File: src/rtl/prbs_seq_ctrl.sv
// Sequencer for an external 32-bit PRBS shift register: serially seeds it,
// discards a warm-up run, then collects its output into handshaked 32-bit words.
module prbs_seq_ctrl #(
    parameter int unsigned WARMUP = 32,
    parameter int unsigned N_MAX  = 255
) (
    input  logic         clk,
    input  logic         rst,
    input  logic         start,
    input  logic         abort,
    input  logic [31:0]  seed,
    input  logic [7:0]   n_words,
    input  logic         prbs_out,
    input  logic         word_ready,
    output logic         prbs_sel,
    output logic [255:0] prbs_data,
    output logic [31:0]  word,
    output logic         word_valid,
    output logic         busy,
    output logic         done,
    output logic         err
);

    typedef enum logic [2:0] {
        S_IDLE,
        S_LOAD,
        S_WARMUP,
        S_RUN,
        S_VALID,
        S_DONE
    } state_t;

    localparam logic [7:0] WARM_LAST = 8'((WARMUP == 0) ? 0 : WARMUP - 1);

    state_t      state_q, state_d;
    logic [31:0] seed_q, seed_d;
    logic [7:0]  n_words_q, n_words_d;
    logic [7:0]  word_cnt_q, word_cnt_d;
    logic [4:0]  load_cnt_q, load_cnt_d;
    logic [4:0]  bit_cnt_q, bit_cnt_d;
    logic [7:0]  warm_cnt_q, warm_cnt_d;
    logic [31:0] collect_q, collect_d;
    logic [31:0] word_q, word_d;
    logic        word_valid_q, word_valid_d;
    logic        err_q, err_d;
    logic        start_ok;

    assign start_ok = (seed != '0) && (n_words != '0) && (32'(n_words) <= N_MAX);

    always_ff @(posedge clk or negedge rst) begin
        if (!rst) begin
            state_q      <= S_IDLE;
            seed_q       <= '0;
            n_words_q    <= '0;
            word_cnt_q   <= '0;
            load_cnt_q   <= '0;
            bit_cnt_q    <= '0;
            warm_cnt_q   <= '0;
            collect_q    <= '0;
            word_q       <= '0;
            word_valid_q <= 1'b0;
            err_q        <= 1'b0;
        end else begin
            state_q      <= state_d;
            seed_q       <= seed_d;
            n_words_q    <= n_words_d;
            word_cnt_q   <= word_cnt_d;
            load_cnt_q   <= load_cnt_d;
            bit_cnt_q    <= bit_cnt_d;
            warm_cnt_q   <= warm_cnt_d;
            collect_q    <= collect_d;
            word_q       <= word_d;
            word_valid_q <= word_valid_d;
            err_q        <= err_d;
        end
    end

    always_comb begin
        state_d      = state_q;
        seed_d       = seed_q;
        n_words_d    = n_words_q;
        word_cnt_d   = word_cnt_q;
        load_cnt_d   = load_cnt_q;
        bit_cnt_d    = bit_cnt_q;
        warm_cnt_d   = warm_cnt_q;
        collect_d    = collect_q;
        word_d       = word_q;
        word_valid_d = word_valid_q;
        err_d        = 1'b0;

        if (abort) begin
            state_d      = S_IDLE;
            word_valid_d = 1'b0;
            word_cnt_d   = '0;
            load_cnt_d   = '0;
            bit_cnt_d    = '0;
            warm_cnt_d   = '0;
        end else begin
            unique case (state_q)
                S_IDLE: begin
                    if (start) begin
                        if (!start_ok) begin
                            err_d = 1'b1;
                        end else begin
                            seed_d     = seed;
                            n_words_d  = n_words;
                            word_cnt_d = '0;
                            load_cnt_d = '0;
                            state_d    = S_LOAD;
                        end
                    end
                end
                S_LOAD: begin
                    load_cnt_d = load_cnt_q + 5'd1;
                    if (load_cnt_q == 5'd31) begin
                        warm_cnt_d = '0;
                        bit_cnt_d  = '0;
                        state_d    = (WARMUP == 0) ? S_RUN : S_WARMUP;
                    end
                end
                S_WARMUP: begin
                    if (warm_cnt_q == WARM_LAST) begin
                        warm_cnt_d = '0;
                        state_d    = S_RUN;
                    end else begin
                        warm_cnt_d = warm_cnt_q + 8'd1;
                    end
                end
                S_RUN: begin
                    collect_d[bit_cnt_q] = prbs_out;
                    bit_cnt_d            = bit_cnt_q + 5'd1;
                    if (bit_cnt_q == 5'd31) begin
                        // last bit bypasses collect_q so the word is complete this edge
                        word_d       = {prbs_out, collect_q[30:0]};
                        word_valid_d = 1'b1;
                        state_d      = S_VALID;
                    end
                end
                S_VALID: begin
                    if (word_ready) begin
                        word_valid_d = 1'b0;
                        word_cnt_d   = word_cnt_q + 8'd1;
                        bit_cnt_d    = '0;
                        state_d      = ((word_cnt_q + 8'd1) == n_words_q) ? S_DONE : S_RUN;
                    end
                end
                S_DONE: begin
                    state_d = S_IDLE;
                end
                default: begin
                    state_d = S_IDLE;
                end
            endcase
        end
    end

    always_comb begin
        prbs_sel  = (state_q != S_LOAD);
        prbs_data = '0;
        if (state_q == S_LOAD) begin
            prbs_data[0] = seed_q[load_cnt_q];
        end
        busy       = (state_q != S_IDLE);
        done       = (state_q == S_DONE);
        word       = word_q;
        word_valid = word_valid_q;
        err        = err_q;
    end

endmodule
File: config.mk
export PLATFORM = sky130hd
export DESIGN_NAME = prbs_seq_ctrl
export DESIGN_NICKNAME = d
export VERILOG_FILES = /design/src/rtl/prbs_seq_ctrl.sv
export SDC_FILE = /design/constraint.sdc
export NUM_CORES = 1
export LEC_CHECK = 0
export CAP_MARGIN = 10
export CORE_MARGIN = 3
export CORE_UTILIZATION = 40
export CTS_CLUSTER_SIZE = 40
export DETAILED_ROUTE_END_ITERATION = 6
export GPL_TIMING_DRIVEN = 0
export PLACE_DENSITY = 0.78
export SYNTH_ARGS = -nofsm -noshare
export SYNTH_HDL_FRONTEND = slang
export SYNTH_SLANG_ARGS = --single-unit
File: constraint.sdc
create_clock -name clk -period 2.2 [get_ports clk]
set_clock_uncertainty 0.1 [all_clocks]
set_input_delay 0.33 -clock clk [delete_from_list [all_inputs] [get_ports clk]]
set_output_delay 0.33 -clock clk [all_outputs]
set_load 0.05 [all_outputs]
==> reports/metrics.cfg, run 1 <==
[critical_path]
crit_family = multiplexers
path_buf_inv = 2
cpMaxStageDelayCell = mux4_2
crit_top_cell = mux4_2
slowest_delay_ps = 520
crit_fanout = 5
critPathKind = flip-flop to primary output
worstReg2RegStart = load_cnt_q[0]
worstPathCellList = buf_8 > mux4_2 > mux4_2 > mux2i_4 > nor2_4 > buf_6
startpoint_type = flip-flop
worstPathArrival_ps = 2390
worst_setup_path_end_kind = primary output
cp-startpoint = load_cnt_q[0]
cp.required_ps = 1770

[logic_synthesis]
synth-async-reset-ratio_pct = 100.0
synth_top_area_cell = dfrtp_1
synth_edf_count = 0
synth_top_family_by_area = buffers and inverters
synth_cell_type_count = 51
synthAdderAreaFrac_pct = 1.361
synth_seq_cells = 134
yosys.area_share.simple_pct = 9.085
yosysWarningCount = 0
synth_area_leaders = dfrtp_1 (41%), buf_4 (23%), mux2_2 (14%), mux4_2 (2.7%), nand2_1 (2.4%)
ys.flop_type = dfrtp_1
synthMuxAreaShare_pct = 17.11
synth.avg_cell_area_um2 = 10.64
syn_inst = 778
synth_compound_area_share_pct = 6.168
seq_area_frac_synth_pct = 40.51
yosysTopAreaCellShare_pct = 40.51
syn-cell-area_um2 = 8277
yosysMostFrequentCell = buf_4
synthTopCellsByCount = buf_4 (255), dfrtp_1 (134), mux2_2 (104), nand2_1 (52), o21ai_0 (26)
synth-xor-area-share_pct = 0.7407

[floorplanning]
initial_core_util_pct = 41.57
coreArea_um2 = 19910
die_area_um2 = 22450
die_h_um = 149.8
io_pins = 339
placement_rows = 51
die_w_um = 149.8

[grt]
antenna_found_initial = 0
grt-ovfl-total = 0
gr-usage-all-layers_pct = 15.07
grt_pass1_vias = 5323
grt_pass1_wl_mm = 27.24
grt_max_degree = 82

[clock_network]
path_clk_slew_ps = 60
clock-sinks = 134
h-tree-depth = 4
cts_made_buffers = 17
cts_tree = done
clk_root_buffer_cell = clkbuf_16
cts_buffer_depth = 2
clk_latency_ps = 410

[timing]
grt_setup_unrepaired = true
whs_ps = 339.8
finalCriticalPeriod_ps = 2821
period_share_pct = 128.2
tightest_slew_ps = 594.8
slew_viol_final = 0
setup_slack_ps = -620.6
fmax_mhz = 354.5
report.final.hold_viol_count = 0
relSlewSlack_pct = 60.22
setup_viol = 3

[route]
drt_iter0_markers = 223
vias = 5888
viasPerCell = 4.123
finalWirelength_mm = 18.18
remaining_drc_errors = 0
wl_per_cell_um = 12.73
drtAntennaViolNets = 0
firstDrtPassIters = 4

[placed_design]
portBuffers = 83
hpwl_mm = 14.02
gp_congestion = 0.8325
post-place-ws_ps = -935.2
placed_cells = 1381

[power_and_ir_drop]
peakVddDrop_v = 0.0005813
p_leak_nw = 5.897
power.density_nw_per_um2 = 822.9
finalPower_mw = 9.335

[outcome]
violations = setup timing
status = complete, but fails checks

[finish]
synthToLayoutAreaGrowth_pct = 37.07
drive_above_1_share_pct = 41.27
fin_cells = 1428
layout.nets = 1208
antenna_cells = 0

[job]
max_cap_viol_count = 0

[min_path]
hold_class = input pin to asynchronous set/reset pin

-- report_power, final --
part	switching (mW)	internal, mW	total (mW)
sequential	0.303	2.91	3.21
clock	0.997	1.73	2.73
combinational	1.96	1.44	3.40
total	3.26	6.07	9.33
-- final timing paths --
kind | endpoint | slack [ps] | depth (start not counted)
max reg2reg | bit_cnt_q[2] | -40 | 10
max in group asynchronous | warm_cnt_q[0] | 870 | 3
min in group clk | collect_q[27] | 400 | 1
min | seed_q[10] | 340 | 2
max | prbs_data[0] | -620 | 6
min reg2reg | collect_q[27] | 400 | 1
-- repair_timing --
action | CTS | global route
endpoints found under the setup margin | 17 | 97
pin swaps | 3 | 11
hold buffers | 1 | 0
cloned | 1 | 0
resized for setup | 30 | 48
setup buffers | 3 | 16
hold endpoints to repair | 53 | 0
-- layout make-up --
class | instances | area, um^2
plain buffers | 279 | 2059
clock buffers | 20 | 466.7
clock inverters | 9 | 103.9
fillers | 1706 | 8564
inverters | 8 | 30.03
multi-input cells | 608 | 3961
flip-flops and latches | 134 | 3363
well taps | 265 | 331.6
repair buffers | 105 | 1028
-- routing by layer --
metal | track usage, % | up-vias | share of wire [%]
met5 | 0 | - | 0
met4 | 2.836 | 0 | 0.74
met3 | 4.846 | 13 | 8.1
met2 | 27.24 | 227 | 53
met1 | 17.61 | 2741 | 38
li1 | - | 2907 | -
-- stage by stage --
stage	utilization, %	area [um^2]	TNS, ps
5_1_grt	56.98	11340	-1228
3_3_place_gp	52.29	10410	-643030
3_5_place_dp	52.43	10440	-35030
6_report	56.98	11340	-673.9
2_1_floorplan	-	9248	-17.78
4_1_cts	55.86	11120	-981.2
-- logic make-up (layout without fill, tap and decap cells) --
logic type      count (synthesis)  count (layout)
xor+xnor                        7               7
simple gates                  145             145
mux                           116             116
flops                         134             134
buf+inv                       290             421
fa+ha+maj                       9               9
compound gates                 76              76
other cells                     1             255
-- worst register-to-register path, stage by stage, from the launching register on --
cell and delay (ps):
dfrtp_2 450, buf_4 160, ha_4 160, and3_1 190
ha_4 180, nor2_2 120, nor2_2 60, a311oi_4 400
buf_4 180, a21oi_1 40, a21oi_1 140
-- sequential cells by signal, indices dropped and copies added (netlist names) --
signal	count
seed_q	32
load_cnt_q	5
collect_q	31
word_valid	1
err	1
n_words_q	8
state_q	3
word_cnt_q	8
word	32
warm_cnt_q	8
bit_cnt_q	5
-- cell usage in the layout, fill, tap and decap left out, drive strengths merged, types with 9 or more instances in the layout --
master / instances
buf: 292
conb: 255
dfrtp: 134
mux2: 104
clkdlybuf4s50: 78
nand2: 52
clkbuf: 33
o21ai: 28
nor2: 24
a21oi: 16
nor4: 12
mux4: 10
and3: 9
nand2b: 9
ha: 9
No activity file was read; power rests on OpenSTA's default activity.
==> inputs of run 2 (changes only) <==
Settings changed: REMOVE_ABC_BUFFERS set to 1.
==> run 2 against run 1 <==
  * The flow still finishes with violations (setup timing)
  * Wire length is 11% lower
  * Utilization is 9.4 points lower
  * Largest cell class unchanged
  * Non-clock buffer count is 279 lower
  * Combinational power is 13% lower
  * Via count is 13% lower
  * Cell count is 19% lower
  * Clock power is 2% higher
  * Sequential power is 1% higher
  * Clock-buffer cell count is 1 higher
==> reports/metrics.cfg, run 2 (synthesis gave the netlist of run 1 again) <==
[power_and_ir_drop]
power.density_nw_per_um2 = 949.7
p_leak_nw = 4.532
peakVddDrop_v = 0.0006463

[timing]
finalCriticalPeriod_ps = 2846
setup_tns_ps = -1187
slew_viol_final = 0
tightest_slew_ps = 1049
setup_viol = 7
report.final.hold_viol_count = 0
setup_slack_ps = -646.4
whs_ps = 109.3
grt_setup_unrepaired = true
fmax_mhz = 351.3
period_share_pct = 129.4
relSlewSlack_pct = 29.82

[outcome]
violations = setup timing
status = complete, but fails checks

[grt]
grt_pass1_wl_mm = 23.89
grt_max_degree = 71
grt_pass1_vias = 4624
grt-ovfl-total = 0
gr-usage-all-layers_pct = 13.54
antenna_found_initial = 1

[route]
vias = 5139
firstDrtPassIters = 4
remaining_drc_errors = 0
drt_iter0_markers = 236
finalWirelength_mm = 16.23
wl_per_cell_um = 14.05
viasPerCell = 4.449
drtAntennaViolNets = 0

[floorplanning]
io_pins = 339
die_h_um = 149.8
placement_rows = 51
die_w_um = 149.8
die_area_um2 = 22450
initial_core_util_pct = 41.57
coreArea_um2 = 19910

[clock_network]
clk_latency_ps = 410
cts_tree = done
cts_buffer_depth = 2
clock-sinks = 134
h-tree-depth = 4
cts_made_buffers = 17
clk_root_buffer_cell = clkbuf_16
path_clk_slew_ps = 50

[critical_path]
critPathKind = flip-flop to primary output
crit_fanout = 4
worst_setup_path_end_kind = primary output
cp.required_ps = 1770
startpoint_type = flip-flop
worstPathArrival_ps = 2420

[finish]
layout_commonest_cell = conb_1
final_cell_mix = conb_1 (255), dfrtp_1 (127), mux2_2 (104), clkdlybuf4s50_1 (67), nand2_1 (51)
drive_above_1_share_pct = 24.75
synthToLayoutAreaGrowth_pct = 14.39
final_util_pct = 47.56
layout.nets = 931

[placed_design]
portBuffers = 83
post-place-ws_ps = -1064
gp_congestion = 0.8225
hpwl_mm = 11.32

[job]
max_cap_viol_count = 0

[min_path]
hold_class = input pin to flip-flop

==> run 2: final timing paths <==
path | depth (start not counted) | startpoint | to | slack, ps
worst max-delay path | 6 | load_cnt_q[0] | prbs_data[0] | -650
worst min-delay path | 2 | seed[15] | seed_q[15] | 110
worst max register to register | 11 | load_cnt_q[0] | bit_cnt_q[2] | -140
worst min register to register | 1 | collect_q[28] | word[28] | 400
max in group asynchronous | 3 | rst | load_cnt_q[0] | 840
min in group asynchronous | 2 | rst | word[19] | 370
==> run 2: where the power goes <==
| group | switching (mW) | internal (mW) |
|---|---|---|
| combinational | 1.87 | 1.08 |
| sequential | 0.341 | 2.91 |
| clock | 1.07 | 1.73 |
| total | 3.27 | 5.72 |
==> run 2: per-stage QoR <==
| step | cells | total power [mW] | area [um^2] |
|---|---|---|---|
| final | 1155 | 8.992 | 9468 |
| after global routing | 1154 | 9.424 | 9465 |
| after CTS | 1145 | 8.932 | 9273 |
| after detailed placement | 1100 | 5.927 | 8432 |
| after global placement | 1098 | 5.824 | 8356 |
| after floorplan | 750 | 5.346 | 7193 |
==> run 2: repair_timing <==
| item | 4_1_cts | 5_1_grt |
|---|---|---|
| endpoints found under the setup margin | 136 | 116 |
| hold buffers | 1 | 0 |
| gates resized for setup | 46 | 48 |
| setup buffers | 10 | 7 |
| gates cloned | 2 | 2 |
| endpoints found under the hold margin | 64 | 0 |
| pin swaps | 6 | 19 |
==> run 2: layer usage <==
layer / global-route usage (%) / share of wire [%]
met1: 16.70 / 40
met2: 22.51 / 52
met3: 3.634 / 6.2
met4: 5.489 / 1.7
met5: 0 / 0
==> run 2: layout make-up <==
type	instances	area (um^2)
Tap cell	265	331.6
Inverter	8	30.03
Clock buffer	21	460.4
Timing Repair Buffer	105	1091
Clock inverter	11	125.1
Antenna cell	1	2.502
Sequential cell	134	3364
Multi-Input combinational cell	610	4063
Fill cell	1789	10440
==> run 2: worst max-delay path, stage by stage (launching register included) <==
cell,delay [ps]
dfrtp_4,500
buf_12,150
mux4_2,450
mux4_2,480
mux2i_2,190
nor2_2,80
buf_6,160
==> inputs of run 3 (changes only) <==
Settings changed: CORE_ASPECT_RATIO set to 1.1.
==> run 3 against run 2 <==
  * Power is 1.7% lower
  * Global-route usage is 0.34 points higher
  * Via count is 1.7% lower
  * Highest routed layer unchanged
  * The flow still finishes with violations (setup timing)
  * Critical endpoint unchanged
  * First-iteration DRC count is 13% lower
  * Critical path depth stayed put
  * Die area hardly changed
  * Utilization is 1.4 points lower
  * Clock power is 2% lower
==> reports/metrics.cfg, run 3 (synthesis gave the netlist of run 1 again) <==
[critical_path]
worst_setup_path_end_kind = primary output
cpMaxStageDelayCell = dfrtp_4
path_buf_inv = 2
cp.required_ps = 1770
critPathKind = flip-flop to primary output
slowest_delay_ps = 510
startpoint_type = flip-flop
worstPathArrival_ps = 2420
crit_top_cell = mux4_2
worstPathCellList = buf_12 > mux4_2 > mux4_2 > mux2i_4 > nor2_2 > buf_6
crit_family = multiplexers
crit_fanout = 3

[grt]
gr-usage-all-layers_pct = 13.88
grt_pass1_wl_mm = 24.76
grt_max_degree = 70
grt_pass1_vias = 4810
grt-ovfl-total = 0
antenna_found_initial = 0

[route]
wl_per_cell_um = 14.10
drtAntennaViolNets = 0
drt_iter0_markers = 205
remaining_drc_errors = 0
firstDrtPassIters = 4
finalWirelength_mm = 15.94
viasPerCell = 4.472
vias = 5053

[finish]
antenna_cells = 0
drive_above_1_share_pct = 22.89
final_cell_mix = conb_1 (255), dfrtp_1 (128), mux2_2 (104), clkdlybuf4s50_1 (77), nand2_1 (51)
layout_commonest_cell = conb_1
postLayoutCellArea_um2 = 9266
seq_area_um2 = 3363
fillers = 1794
layout.nets = 921
multi_input_area_um2 = 3999
synthToLayoutAreaGrowth_pct = 11.96
final_util_pct = 46.18

[job]
max_cap_viol_count = 0

[timing]
setup_tns_ps = -2173
fmax_mhz = 351.0
slew_viol_final = 0
tightest_slew_ps = 1082
setup_viol = 14
finalCriticalPeriod_ps = 2849
report.final.hold_viol_count = 0
setup_slack_ps = -648.7
grt_setup_unrepaired = true
relSlewSlack_pct = 27.62
period_share_pct = 129.5

[floorplanning]
die_area_um2 = 22460
coreArea_um2 = 20070
initial_core_util_pct = 41.25
die_w_um = 143.2
placement_rows = 54
die_h_um = 156.9
io_pins = 339

[min_path]
hold_class = input pin to asynchronous set/reset pin

[clock_network]
clk_latency_ps = 410
clock-sinks = 134
clk_root_buffer_cell = clkbuf_16
path_clk_slew_ps = 60
cts_buffer_depth = 2
cts_tree = done
cts_made_buffers = 17
h-tree-depth = 4

[power_and_ir_drop]
p_leak_nw = 4.392
power.density_nw_per_um2 = 954.1
finalPower_mw = 8.841
peakVddDrop_v = 0.0008090

[placed_design]
hpwl_mm = 11.38
portBuffers = 83
gp_congestion = 0.8439
dpl_cell_area_um2 = 8408

[outcome]
status = complete, but fails checks
violations = setup timing

## run 3: cell types whose count changed in the layout (fill, tap and decap cells not counted), sizes merged, moves of 2 or more
cell,before,now
buf,24,15
clkinvlp,5,3
dlymetal6s2s,9,0
clkdlybuf4s50,67,77
## run 3: where the power goes
part,switching [mW],internal [mW],leakage (nW)
logic,1.82,1.05,2.35
registers,0.336,2.91,1.77
clock network,1.02,1.71,0.272
total,3.17,5.67,4.39
## run 3: repair_timing
| action | CTS | global route |
|---|---|---|
| hold endpoints to repair | 65 | 0 |
| hold buffers | 1 | 0 |
| pin swaps | 10 | 2 |
| cloned | 1 | 0 |
| setup buffers | 9 | 1 |
| endpoints found under the setup margin | 129 | 133 |
| resized for setup | 47 | 26 |
## run 3: path summary, 6_finish.rpt
check / slack, ps / endpoint / from / cells after the start
worst max-delay path: -650 / prbs_data[0] / load_cnt_q[0] / 6
worst min-delay path: 390 / n_words_q[3] / rst / 2
worst max register to register: -380 / bit_cnt_q[3] / load_cnt_q[0] / 11
worst min register to register: 400 / seed_q[28] / seed_q[28] / 1
max in group asynchronous: 830 / word[25] / rst / 3
min in group clk: 400 / seed_q[28] / seed_q[28] / 1
## run 3: through the flow
stage / instances / setup WS [ps] / hold slack, ps
final: 1130 / -648.7 / 389.5
after global routing: 1130 / -730.5 / 417.7
after CTS: 1129 / -674.0 / 402.1
after detailed placement: 1087 / -1117 / 275.4
after global placement: 1085 / -4613 / 382.4
after floorplan: 750 / -1248 / -65.59
## run 3: area by class of cell
cell class,count,share of cell area [%]
inverter,8,0.3241
sequential,134,36.29
multi-input combinational,609,43.15
clock buffer,22,5.009
tap,252,3.403
clock inverter,9,1.107
timing repair buffer,96,10.71
## run 3: worst register-to-register path: stages, from the launching register on
cell	delay, ps
dfrtp_4	510
buf_6	150
buf_4	140
ha_1	210
and3_1	200
ha_4	180
nor2_1	80
nor2_1	60
a311oi_2	500
nor3_1	100
a21oi_1	130
o21ai_0	80
## run 3: routing by layer
layer	track usage [%]	vias up	wire, um
met2	24.24	213	8432
li1	-	2337	-
met4	3.531	0	117
met5	0	-	0
met3	4.493	9	1071
met1	16.52	2494	6315
